### src/rtl/result_matrix_collector_pkg.sv
// Shared definitions for the result matrix collector and its neighbours.
// Purpose: FSM state encodings, default widths and a small clog2 helper
//          used to size the internal row/column index registers.
// Ports:   none (package).
package result_matrix_collector_pkg;

  localparam int DW_DEFAULT = 32;
  localparam int IW_DEFAULT = 5;

  typedef enum logic {
    S_COLLECT = 1'b0,
    S_DRAIN   = 1'b1
  } state_t;

  // Ceiling log2, evaluated at elaboration time for parameter sizing.
  function automatic int clog2(input int value);
    int r;
    r = 0;
    while ((1 << r) < value) r++;
    return r;
  endfunction

  // Index register width; a 1x1 matrix still needs a 1-bit index.
  function automatic int idx_width(input int m);
    return (m <= 1) ? 1 : clog2(m);
  endfunction

endpackage

### src/rtl/result_matrix_collector_if.sv
// Bundle of the result-input handshake, the done pulse, the output
// stream and the status flags of the result matrix collector.
// Purpose: lets the collector and its neighbours connect with one port.
// Ports (slave = collector side):
//   in : z_in, z_i, z_j, z_stb, done_in, out_ready
//   out: z_ack, out_data, out_row, out_col, out_valid, out_last,
//        busy, err_range, err_miss
interface result_matrix_collector_if
  import result_matrix_collector_pkg::*;
#(
  parameter int IW = IW_DEFAULT,
  parameter int DW = DW_DEFAULT
) ();

  logic [DW-1:0] z_in;
  logic [IW-1:0] z_i;
  logic [IW-1:0] z_j;
  logic          z_stb;
  logic          z_ack;
  logic          done_in;
  logic [DW-1:0] out_data;
  logic [IW-1:0] out_row;
  logic [IW-1:0] out_col;
  logic          out_valid;
  logic          out_ready;
  logic          out_last;
  logic          busy;
  logic          err_range;
  logic          err_miss;

  modport slave (
    input  z_in, z_i, z_j, z_stb, done_in, out_ready,
    output z_ack, out_data, out_row, out_col, out_valid, out_last,
           busy, err_range, err_miss
  );

  modport master (
    output z_in, z_i, z_j, z_stb, done_in, out_ready,
    input  z_ack, out_data, out_row, out_col, out_valid, out_last,
           busy, err_range, err_miss
  );

endinterface

### src/rtl/result_matrix_collector_regfile.sv
// M x M register file holding the result matrix.
// Purpose: one synchronous write port and one combinational read port.
// Ports:
//   clk          rising-edge clock
//   we           write enable
//   wr_i, wr_j   write row / column
//   wd           write data
//   rd_i, rd_j   read row / column
//   rd_data      read data (combinational)
// Contents are not reset; every entry is rewritten before it matters.
module result_regfile #(
  parameter int M    = 4,
  parameter int DW   = 32,
  parameter int IDXW = 2
) (
  input  logic            clk,
  input  logic            we,
  input  logic [IDXW-1:0] wr_i,
  input  logic [IDXW-1:0] wr_j,
  input  logic [DW-1:0]   wd,
  input  logic [IDXW-1:0] rd_i,
  input  logic [IDXW-1:0] rd_j,
  output logic [DW-1:0]   rd_data
);

  logic [DW-1:0] mem [M][M];

  always_ff @(posedge clk) begin
    if (we) begin
      mem[wr_i][wr_j] <= wd;
    end
  end

  assign rd_data = mem[rd_i][rd_j];

endmodule

### src/rtl/result_matrix_collector.sv
// Downstream stage of the sequential matrix multiplier.
// Purpose: collects (z_i, z_j, z_in) results into an M x M buffer (later
//          writes replace earlier ones), then on done_in streams the whole
//          matrix row-major over a valid/ready port.
// Ports:
//   clk   rising-edge clock
//   rst   asynchronous active-low reset
//   bus   result_matrix_collector_if.slave: result handshake (z_*),
//         done_in, output stream (out_*), busy, sticky err_range/err_miss
module result_matrix_collector
  import result_matrix_collector_pkg::*;
#(
  parameter int M  = 4,
  parameter int IW = IW_DEFAULT,
  parameter int DW = DW_DEFAULT
) (
  input  logic                        clk,
  input  logic                        rst,
  result_matrix_collector_if.slave    bus
);

  localparam int              IDXW     = idx_width(M);
  localparam logic [IDXW-1:0] LAST_IDX = IDXW'(M - 1);

  state_t                    state, state_n;
  logic                      z_ack_q, z_ack_n;
  logic [IDXW-1:0]           rd_row, rd_row_n;
  logic [IDXW-1:0]           rd_col, rd_col_n;
  logic [M-1:0][M-1:0]       written, written_n;
  logic                      err_range_q, err_range_n;
  logic                      err_miss_q, err_miss_n;
  logic                      we;
  logic                      in_range;
  logic                      drain_active;
  logic [IDXW-1:0]           wr_row, wr_col;
  logic [DW-1:0]             rd_data;

  // Range test uses the full port width so that high index bits are never
  // silently dropped into an aliased in-range write.
  assign in_range = (32'(bus.z_i) < M) && (32'(bus.z_j) < M);
  assign wr_row   = bus.z_i[IDXW-1:0];
  assign wr_col   = bus.z_j[IDXW-1:0];

  result_regfile #(
    .M    (M),
    .DW   (DW),
    .IDXW (IDXW)
  ) u_regfile (
    .clk     (clk),
    .we      (we),
    .wr_i    (wr_row),
    .wr_j    (wr_col),
    .wd      (bus.z_in),
    .rd_i    (rd_row),
    .rd_j    (rd_col),
    .rd_data (rd_data)
  );

  // State, handshake, read index, bitmap and sticky error registers.
  always_ff @(posedge clk or negedge rst) begin
    if (!rst) begin
      state       <= S_COLLECT;
      z_ack_q     <= 1'b0;
      rd_row      <= '0;
      rd_col      <= '0;
      written     <= '0;
      err_range_q <= 1'b0;
      err_miss_q  <= 1'b0;
    end else begin
      state       <= state_n;
      z_ack_q     <= z_ack_n;
      rd_row      <= rd_row_n;
      rd_col      <= rd_col_n;
      written     <= written_n;
      err_range_q <= err_range_n;
      err_miss_q  <= err_miss_n;
    end
  end

  // Next-state logic. z_ack defaults low so it is a one-cycle pulse and the
  // strobe still high during the ack cycle is not taken as a new result.
  // A write accepted alongside done_in is folded into written_n before the
  // completeness check, so it counts as written.
  always_comb begin
    state_n     = state;
    z_ack_n     = 1'b0;
    rd_row_n    = rd_row;
    rd_col_n    = rd_col;
    written_n   = written;
    err_range_n = err_range_q;
    err_miss_n  = err_miss_q;
    we          = 1'b0;

    case (state)
      S_COLLECT: begin
        if (bus.z_stb && !z_ack_q) begin
          z_ack_n = 1'b1;
          if (in_range) begin
            we = 1'b1;
            written_n[wr_row][wr_col] = 1'b1;
          end else begin
            err_range_n = 1'b1;
          end
        end
        if (bus.done_in) begin
          err_miss_n = err_miss_q | (|(~written_n));
          rd_row_n   = '0;
          rd_col_n   = '0;
          state_n    = S_DRAIN;
        end
      end

      S_DRAIN: begin
        if (bus.out_ready) begin
          if (rd_col == LAST_IDX) begin
            rd_col_n = '0;
            if (rd_row == LAST_IDX) begin
              rd_row_n  = '0;
              written_n = '0;
              state_n   = S_COLLECT;
            end else begin
              rd_row_n = rd_row + 1'b1;
            end
          end else begin
            rd_col_n = rd_col + 1'b1;
          end
        end
      end

      default: state_n = S_COLLECT;
    endcase
  end

  // Stream outputs are gated so everything reads zero outside a drain,
  // including straight after reset when the buffer holds garbage.
  assign drain_active  = (state == S_DRAIN);
  assign bus.out_valid = drain_active;
  assign bus.busy      = drain_active;
  assign bus.out_data  = drain_active ? rd_data : '0;
  assign bus.out_row   = drain_active ? IW'(rd_row) : '0;
  assign bus.out_col   = drain_active ? IW'(rd_col) : '0;
  assign bus.out_last  = drain_active && (rd_row == LAST_IDX) && (rd_col == LAST_IDX);
  assign bus.z_ack     = z_ack_q;
  assign bus.err_range = err_range_q;
  assign bus.err_miss  = err_miss_q;

endmodule

### src/flat_wrapper.sv
// flat-port wrapper written by rule: the top's interface ports become plain ports
module result_matrix_collector_flat import result_matrix_collector_pkg::*;
#(
  parameter int M  = 4,
  parameter int IW = IW_DEFAULT,
  parameter int DW = DW_DEFAULT
)
  (clk, rst, bus_z_in, bus_z_i, bus_z_j, bus_z_stb, bus_done_in, bus_out_ready, bus_z_ack, bus_out_data, bus_out_row, bus_out_col, bus_out_valid, bus_out_last, bus_busy, bus_err_range, bus_err_miss);
  result_matrix_collector_if #(.IW(IW), .DW(DW)) bus_i ();
  input  logic clk;
  input  logic rst;
  input wire logic [$bits(bus_i.z_in)-1:0] bus_z_in;
  input wire logic [$bits(bus_i.z_i)-1:0] bus_z_i;
  input wire logic [$bits(bus_i.z_j)-1:0] bus_z_j;
  input wire logic [$bits(bus_i.z_stb)-1:0] bus_z_stb;
  input wire logic [$bits(bus_i.done_in)-1:0] bus_done_in;
  input wire logic [$bits(bus_i.out_ready)-1:0] bus_out_ready;
  output wire logic [$bits(bus_i.z_ack)-1:0] bus_z_ack;
  output wire logic [$bits(bus_i.out_data)-1:0] bus_out_data;
  output wire logic [$bits(bus_i.out_row)-1:0] bus_out_row;
  output wire logic [$bits(bus_i.out_col)-1:0] bus_out_col;
  output wire logic [$bits(bus_i.out_valid)-1:0] bus_out_valid;
  output wire logic [$bits(bus_i.out_last)-1:0] bus_out_last;
  output wire logic [$bits(bus_i.busy)-1:0] bus_busy;
  output wire logic [$bits(bus_i.err_range)-1:0] bus_err_range;
  output wire logic [$bits(bus_i.err_miss)-1:0] bus_err_miss;
  assign bus_i.z_in = bus_z_in;
  assign bus_i.z_i = bus_z_i;
  assign bus_i.z_j = bus_z_j;
  assign bus_i.z_stb = bus_z_stb;
  assign bus_i.done_in = bus_done_in;
  assign bus_i.out_ready = bus_out_ready;
  assign bus_z_ack = bus_i.z_ack;
  assign bus_out_data = bus_i.out_data;
  assign bus_out_row = bus_i.out_row;
  assign bus_out_col = bus_i.out_col;
  assign bus_out_valid = bus_i.out_valid;
  assign bus_out_last = bus_i.out_last;
  assign bus_busy = bus_i.busy;
  assign bus_err_range = bus_i.err_range;
  assign bus_err_miss = bus_i.err_miss;
  result_matrix_collector #(.M(M), .IW(IW), .DW(DW)) u_core (.clk(clk), .rst(rst), .bus(bus_i));
endmodule
### config.mk
export PLATFORM = sky130hd
export DESIGN_NAME = result_matrix_collector_flat
export DESIGN_NICKNAME = d
export VERILOG_FILES = /design/src/rtl/result_matrix_collector_pkg.sv /design/src/rtl/result_matrix_collector_if.sv /design/src/rtl/result_matrix_collector_regfile.sv /design/src/rtl/result_matrix_collector.sv /design/src/flat_wrapper.sv
export SDC_FILE = /design/constraint.sdc
export NUM_CORES = 1
export LEC_CHECK = 0
export BUFFER_PORTS_ARGS = -buffer_cell sky130_fd_sc_hd__buf_2
export CORE_MARGIN = 4
export CORE_UTILIZATION = 40
export CTS_BUF_LIST = sky130_fd_sc_hd__clkbuf_8
export DETAILED_ROUTE_END_ITERATION = 10
export GPL_TIMING_DRIVEN = 0
export HOLD_SLACK_MARGIN = 0.06
export PLACE_DENSITY = 0.61
export SLEW_MARGIN = 20
export SYNTH_ARGS = -nofsm -noshare
export SYNTH_HDL_FRONTEND = slang
export SYNTH_SLANG_ARGS = --single-unit
### constraint.sdc
create_clock -name clk -period 3.34 [get_ports clk]
set_input_delay 0.668 -clock clk [delete_from_list [all_inputs] [get_ports clk]]
set_output_delay 0.668 -clock clk [all_outputs]
set_load 0.01 [all_outputs]
# Yosys cells after proc, flatten, opt, wreduce, memory -nomap -nowiden
# Memory sizes are Yosys's and may differ from the RTL's.
# Cells that the tools add are included.
# op_classes
add_sub_neg	2
multipliers	0
div_mod_pow	0
n_lt_le_gt_ge	9
eq_ne	6
shift	0
muxes	39
bitwise_logic	7
reduce_logical	14
# ops
cell	count
128-bit two-way mux	1
32-bit two-way mux	4
16-bit two-way mux	6
32-bit binary-select mux with 2-bit select	1
32-bit demux with 2-bit select	1
16-bit case mux with 2 select lines	1
2-bit two-way mux	8
16-bit inverter	1
16-bit bitwise OR	1
16-bit OR reduction	1
1-bit two-way mux	11
5-bit by 3-bit < comparator with 1-bit output (second input constant)	2
3-bit AND reduction	3
4-bit demux with 2-bit select	1
2-bit != test (second input constant)	4
2-bit case mux with 2 select lines	2
1-bit logical AND	7
3-bit >= comparator (second input constant)	2
2-bit by 3-bit < comparator with 1-bit output (second input constant)	2
2-bit inverter with 3-bit output	2
2-bit by 1-bit adder with 2-bit output (second input constant)	2
2-bit equality test (second input constant)	2
2-bit by 1-bit >= comparator with 1-bit output (second input constant)	2
4-bit two-way mux	1
7 further kinds	9
# word_totals
regBits	24
latchBits	0
ram_bits	512
romBits	0
inputBits	47
word_cells	88
memories	1
# mem_list
name	depth	word_bits	read_ports	rd_clocked_by_memory_dff	wr	line	rtl
u_core.u_regfile.mem	4	128	1	0	1	result_matrix_collector_regfile.sv:26	logic [DW-1:0] mem [M][M];

# Logic depth before layout (Yosys ltp)
# Gate-level depths: netlist (run 1).
# logic_depth
ltp_word	13
ltp_mapped	6
mapped_depth_nobuf	6

# By module
# Synthesis (run 1) repeated with hierarchy kept, for this count alone.
# unflattened
hier_cells	995
area_unflattened_um2	20821.2
# by_module_without_submodules
mod	n_inst	cells_each	area_per_inst_um2
result_regfile	1	806	19194.7
result_matrix_collector	1	189	1626.6

# Worst setup path after synthesis (run 1)
# No wires, ideal clock.
# synth_timing
kind	input port to flip-flop
startpoint	input port bus_z_i[3]
endpoint	memory u_core.u_regfile.mem[0][32] in the netlist's numbering, enable pin
setup_time_ps	461
arrival_time_ps	3971
slack_ps	-1092
path_stages	4
cell_sequence	or4_1 nor4_2 nand2_1 nor3_1
# synth_between
elab_chain_cells	7
# synth_rtl
item	line	rtl
start, declared	flat_wrapper.sv:13	input wire logic [$bits(bus_i.z_i)-1:0] bus_z_i;
5-bit by 3-bit < comparator with 1-bit output	result_matrix_collector.sv:40	assign in_range = (32'(bus.z_i) < M) && (32'(bus.z_j) < M);
1-bit logical AND	result_matrix_collector.sv:40	
1-bit two-way mux	result_matrix_collector.sv:98	if (in_range) begin
1-bit two-way mux	result_matrix_collector.sv:96	if (bus.z_stb && !z_ack_q) begin
1-bit two-way mux	result_matrix_collector.sv:94	case (state)
1-bit two-way mux	result_matrix_collector_regfile.sv:29	if (we) begin
128-bit two-way mux (not written as such)	result_matrix_collector_regfile.sv:30	mem[wr_i][wr_j] <= wd;
end, declared	result_matrix_collector_regfile.sv:26	
# Every way passes these cells.

# Worst setup path in the final report (run 1)
# layout_timing
startpoint	register u_core.rd_row[0]
endpoint	output port bus_out_data[2]
# layout_between
elab_chain_cells	5
# layout_rtl
item	line	rtl
start, declared	result_matrix_collector.sv:27	logic [IDXW-1:0] rd_row, rd_row_n;
start signal, assigned	result_matrix_collector.sv:72	rd_row <= rd_row_n;
memory read 4 x 128 bit	n/a	
32-bit binary-select mux with 2-bit select	result_matrix_collector_regfile.sv:34	assign rd_data = mem[rd_i][rd_j];
32-bit two-way mux (not written as such) (2 in series)	result_matrix_collector_regfile.sv:34	
32-bit two-way mux	result_matrix_collector.sv:139	assign bus.out_data = drain_active ? rd_data : '0;
end, declared	flat_wrapper.sv:19	output wire logic [$bits(bus_i.out_data)-1:0] bus_out_data;
# Every way passes these cells. The select of a mux whose other input is x is not followed.

==> results.toml, run 1 <==
[outcome]
status = "complete, but fails checks"
violations = "setup timing"

[synth]
synth_area_leaders = "edfxtp_1 74%, mux4_2 17%, dfrtp_1 2.9%"
synth.avg_cell_area_um2 = 22.74
yosys_register_bits = 536
syn_area_um2 = 20850
synth-seq-area-share = 0.7662
synth_cells = 917
synthDistinctLibCells = 40
ys.warnings.count = 0
synth_top_area_frac = 0.7374
netlist.top_cell.by_area = "edfxtp_1"
async_reset_ff_frac = 0.04478
synth_edf_count = 512
ys.flop_type = "edfxtp_1"

[sta]
fin_crit_ns = 3.571
worst_clock_skew_ns = 0.02627
slew_headroom = 0.3417
fmax_mhz = 280.0
setup_violations = 32
finalWorstSetupSlack_ns = -0.2309
period_share = 1.069
grt_setup_unrepaired = "yes"
worst_slew_pin_slew_ns = 0.9741
final_hold_viol_count = 0
finalMaxSlewViolations = 0
hold_ws_ns = 0.3528

[pwr]
p_sw_frac = 0.2796
internal-power_w = 0.01256
peakVddDrop_mv = 0.2924
p_total_w = 0.01744
p_leak_nw = 8.061
p_seq_frac = 0.427
combinationalPowerShare = 0.290
power_density_nw_per_um2 = 704.1
p_sw_w = 0.004874
clkPwrFrac = 0.283

[die]
die_x_um = 236.3
die_area_um2 = 55840
core_um2 = 51510
placementRows = 83
ios = 95
die_h_um = 236.3
start_util = 0.4048

[clock_tree]
cts-buffers-inserted = 87
htreeDepth = 3
clkLatencyLatePin_ns = 0.64
clkSlewWorstSetupHoldPaths_ns = 0.06
cts-root-buf = "clkbuf_8"
clockBufferDepth = 3
cts_sinks = 536
cts_tree = "done"

[setup_path]
start_kind = "flop"
cpMostUsedCell = "mux4_2"
r2r_slack_ns = 0.38
worstPathRequired_ns = 2.67
crit_chain = "buf_4 -> mux4_2 -> mux4_2 -> and2_1 -> buf_2"
path_class = "flop to output pin"
crit_slowest_cell = "mux4_2"
end_kind = "output pin"
crit_arrival_ns = 2.90
cp_max_fo = 10
cpPeakStageDelay_ns = 0.56

[final_layout]
layout-drive-gt1-share = 0.3735
layout.cells.non_filler = 1883
final_core_util = 0.4807
area_growth_pct = 18.76
layout.nets = 1180
final_common_cell = "edfxtp_1"
layout_common_cells = "512 x edfxtp_1, 160 x mux4_2, 99 x clkbuf_8"

[routing]
drcViolationCount = 0
drt_iter0_drc = 978
ant_nets = 0
via_per_inst = 5.368
firstDrtPassIters = 4
wl_um = 48160
post_drt_wl_per_cell_um = 25.57
vias = 10110

[worst_hold_path]
hp-class = "input pin to flop"

[placed_design]
dpl.cell_count = 1719
gp_congestion = 0.7716
io_buffers = 85
dp_hpwl_um = 30730

[global_route]
gr-total-overflow = 0
met2_usage = 0.2869
grt_use_met1 = 0.2358
grt.total_usage = 0.1736
grt_pass1_wl_um = 70930
grt_max_degree = 25
grt_pass1_vias = 10750
antenna_found_initial = 3
use_met3 = 0.04127
grt.busiest_layer = "met2"

[run]
max_cap_violations = 0
[Yosys cell counts (all sizes together), types with 2 or more instances]
master    n
nand2b    4
nor2     35
mux2i     2
clkbuf   28
nor3      7
nand3     2
or4       2
nand2    11
o21ai     2
and2     36
mux4    160
edfxtp  512
and3      3
mux2      3
a32o      2
a21oi    31
ha        2
dfrtp    24
a32oi     4
inv       2
buf      26
nor4      7
[power groups by stage]
stage	registers, W	clock network (W)	logic (W)
3_3_place_gp	0.00756	0	0.00479
5_1_grt	0.00745	0.00544	0.00542
4_1_cts	0.00744	0.00509	0.00511
3_5_place_dp	0.00756	0	0.00481
6_report	0.00745	0.00494	0.00505
2_1_floorplan	0.00756	0	0.00320
[cells by family after synthesis]
family	after synthesis	synth area share
flip-flops	536	0.7662
multiplexers	165	0.1754
AND/OR/NAND/NOR	112	0.02886
buffers and inverters	56	0.01530
AO/OA/AOI/OAI	45	0.01290
adder cells (fa/ha/maj)	2	0.001200
other	1	0.0001798
[sequential cells by signal, indices dropped and copies added, names as in the netlist]
signal	cells
u_core.u_regfile.mem	512
u_core.bus.err_range	1
u_core.bus.z_ack	1
u_core.bus.err_miss	1
u_core.bus.busy	1
u_core.written	16
u_core.rd_col	2
u_core.rd_row	2
[final cells by class]
class	count	area, um2
well taps	680	850.8
clock inverters	70	282.8
multi-input cells	330	4721
flip-flops and latches	536	15980
repair buffers	121	1167
clock buffers	90	1239
fillers	4289	26750
diodes	1	2.502
plain buffers	53	514.2
inverters	2	7.507
[metrics by stage]
step | cell area, um2 | setup slack, ns | TNS, ns
2_1_floorplan | 20920 | -0.2709 | -39.56
3_3_place_gp | 22190 | -2.547 | -877.15
3_5_place_dp | 22950 | -0.4328 | -36.41
4_1_cts | 24710 | -0.2782 | -7.760
5_1_grt | 24760 | -0.3371 | -9.513
6_report | 24760 | -0.2309 | -5.638
[worst paths after layout]
path	startpoint	end	cells after the start
max reg2reg	u_core.bus.busy	u_core.u_regfile.mem[0][107]	6
min reg2reg	u_core.bus.err_range	u_core.bus.err_range	1
min in group asynchronous	rst	u_core.bus.z_ack	2
max in group asynchronous	rst	u_core.rd_row[0]	2
max	u_core.rd_row[0]	bus_out_data[2]	5
min	bus_done_in	u_core.bus.busy	3
[metal layers]
metal,share of wire,vias to the layer above
met3,0.065,46
li1,-,4317
met1,0.42,5408
met5,0.00027,-
met2,0.51,335
met4,0.013,2
[worst max-delay path: cells and delay by family (launching register included)]
family,cells,cell delay (ns)
buffers and inverters,2,0.51
DFF,1,0.51
muxes,2,1.01
and+or+nand+nor,1,0.23
[timing repair]
item / 4_1_cts / 5_1_grt
endpoints found under the setup margin: 34 / 32
hold buffers: 1 / 0
endpoints found under the hold margin: 24 / 0
setup buffers: 0 / 2
gates resized for setup: 75 / 4
cloned: 0 / 1
(Power assumes the default switching activity.)
==> run 2, diff against run 1 <==
RECOVER_POWER = 25   (was unset)
==> run 2 against run 1 <==
Against the previous run:
- critical endpoint unchanged
- die area is the same
- the run still ends with setup timing left
- combinational power about the same
- first-iteration DRC count fell by 0.82%
- largest cell class unchanged
- largest power group unchanged
==> results.toml, run 2 (synthesized netlist as in run 1, its figures left out) <==
[setup_path]
r2r-end = "u_core.u_regfile.mem[0][107]"
crit_chain = "buf_4 -> mux4_2 -> mux4_2 -> and2_1 -> buf_2"
cpMostUsedCell = "mux4_2"
path_class = "flop to output pin"
worstPathRequired_ns = 2.67
cp_max_fo = 10
r2r_cells = 6
cpPeakStageDelay_ns = 0.55
crit_arrival_ns = 2.89
path_buf_inv = 2
end_kind = "output pin"
crit_slowest_cell = "mux4_2"
r2r_slack_ns = 0.38
start_kind = "flop"
r2r_start = "u_core.bus.busy"
crit_family = "multiplexers"

[worst_hold_path]
worstHoldEndpoint = "u_core.bus.busy"
hp-class = "input pin to flop"
min_from = "bus_done_in"
whs_path_depth = 3

[clock_tree]
clkSlewWorstSetupHoldPaths_ns = 0.06
cts_sinks = 536
htreeDepth = 3
clockBufferDepth = 3
cts-buffers-inserted = 87
cts_tree = "done"
clkLatencyLatePin_ns = 0.64
cts-root-buf = "clkbuf_8"

[routing]
post_drt_wl_per_cell_um = 25.54
vias = 10130
via_per_inst = 5.379
drcViolationCount = 0
firstDrtPassIters = 5
drt_iter0_drc = 970
ant_nets = 0
wl_um = 48090

[global_route]
grt_pass1_vias = 10750
antenna_found_initial = 3
grt_max_degree = 25
grt_pass1_wl_um = 70930
grt.total_usage = 0.1736
gr-total-overflow = 0

[sta]
worst_slew_pin_slew_ns = 0.9595
finalMaxSlewViolations = 0
setup_tns_ns = -5.480
period_share = 1.066
grt_setup_unrepaired = "yes"
fin_crit_ns = 3.562
final_hold_viol_count = 0
slew_headroom = 0.3516
worst_clock_skew_ns = 0.02522
setup_violations = 32
finalWorstSetupSlack_ns = -0.2215
fmax_mhz = 280.8

[placed_design]
dp_hpwl_um = 30730
place_area_um2 = 22950
io_buffers = 85
gp_congestion = 0.7716

[die]
core_um2 = 51510
ios = 95
placementRows = 83
die_h_um = 236.3
die_x_um = 236.3
die_area_um2 = 55840
start_util = 0.4048

[final_layout]
layout-drive-gt1-share = 0.3544
layout_common_cells = "512 x edfxtp_1, 160 x mux4_2, 99 x clkbuf_8"
final_area_um2 = 24730
top_regs = "u_core.u_regfile.mem x512, u_core.written x16"
final_core_util = 0.4802
final_common_cell = "edfxtp_1"
area_growth_pct = 18.62
largest_reg_flops = 512
layout.nets = 1180
top_register = "u_core.u_regfile.mem"

[run]
max_cap_violations = 0

[outcome]
violations = "setup timing"
status = "complete, but fails checks"

[pwr]
p_total_w = 0.01742
p_leak_nw = 7.998
power_density_nw_per_um2 = 704.5
peakVddDrop_mv = 0.2909
==> run 2: cell types whose count changed in the layout (fill, tap and decap cells not counted), sizes merged <==
cell	before	now
buf	145	122
clkbuf	118	141
==> run 2: power breakdown <==
part	switching, W	total, W	internal (W)	leakage [nW]
Clock	0.00244	0.00494	0.00249	0.925
Combinational	0.00237	0.00504	0.00267	2.16
Sequential	0.0000516	0.00745	0.00740	4.92
==> run 2: area by class of cell <==
type / instances / area, um2
Buffer: 53 / 514.2
Antenna cell: 1 / 2.502
Fill cell: 4293 / 26780
Timing Repair Buffer: 121 / 1139
Multi-Input combinational cell: 330 / 4721
Clock buffer: 90 / 1239
Tap cell: 680 / 850.8
Sequential cell: 536 / 15980
Inverter: 2 / 7.507
Clock inverter: 70 / 282.8
==> run 2: metrics by stage <==
| step | setup WS, ns | std cells | hold WS (ns) |
|---|---|---|---|
| floorplan | -0.2709 | 922 | 0.3724 |
| detailed placement | -0.4328 | 1719 | 0.4555 |
| CTS | -0.2782 | 1879 | 0.3122 |
| global placement | -2.547 | 1687 | 0.4579 |
| finish | -0.2215 | 1883 | 0.3495 |
| global route | -0.3371 | 1882 | 0.3298 |
==> run 2: what timing repair did <==
item,in CTS,in global routing
hold buffers,1,0
gates resized for setup,75,4
buffers inserted,0,2
gates cloned,0,1
endpoints found under the setup margin,34,32
endpoints found under the hold margin,24,0
==> run 2: how the worst max path moves through the flow <==
stage	to	slack [ns]	start	cells past startpoint
5_1_grt	bus_out_data[2]	-0.34	u_core.rd_row[0]	5
6_report	bus_out_data[2]	-0.22	u_core.rd_row[0]	5
4_1_cts	bus_out_data[26]	-0.28	u_core.rd_row[0]	6
3_3_place_gp	u_core.u_regfile.mem[3][107]	-2.55	bus_z_i[2]	5
3_5_place_dp	bus_out_data[9]	-0.43	u_core.rd_row[1]	6
2_1_floorplan	u_core.u_regfile.mem[3][32]	-0.27	bus_z_i[3]	4
==> run 2: worst reg2reg max path, cell delays in order (launching register included) <==
cell and delay [ns]:
dfrtp_1 0.40, clkbuf_1 0.39, nor2_1 0.45, nand2_1 0.35, nor3_4 0.65, buf_8 0.24
buf_8 0.17
==> run 2: metal layers <==
metal | track usage | share of wire
met5 | 0 | 0.00027
met4 | 0.04299 | 0.013
met3 | 0.04127 | 0.069
met2 | 0.2869 | 0.51
met1 | 0.2358 | 0.41
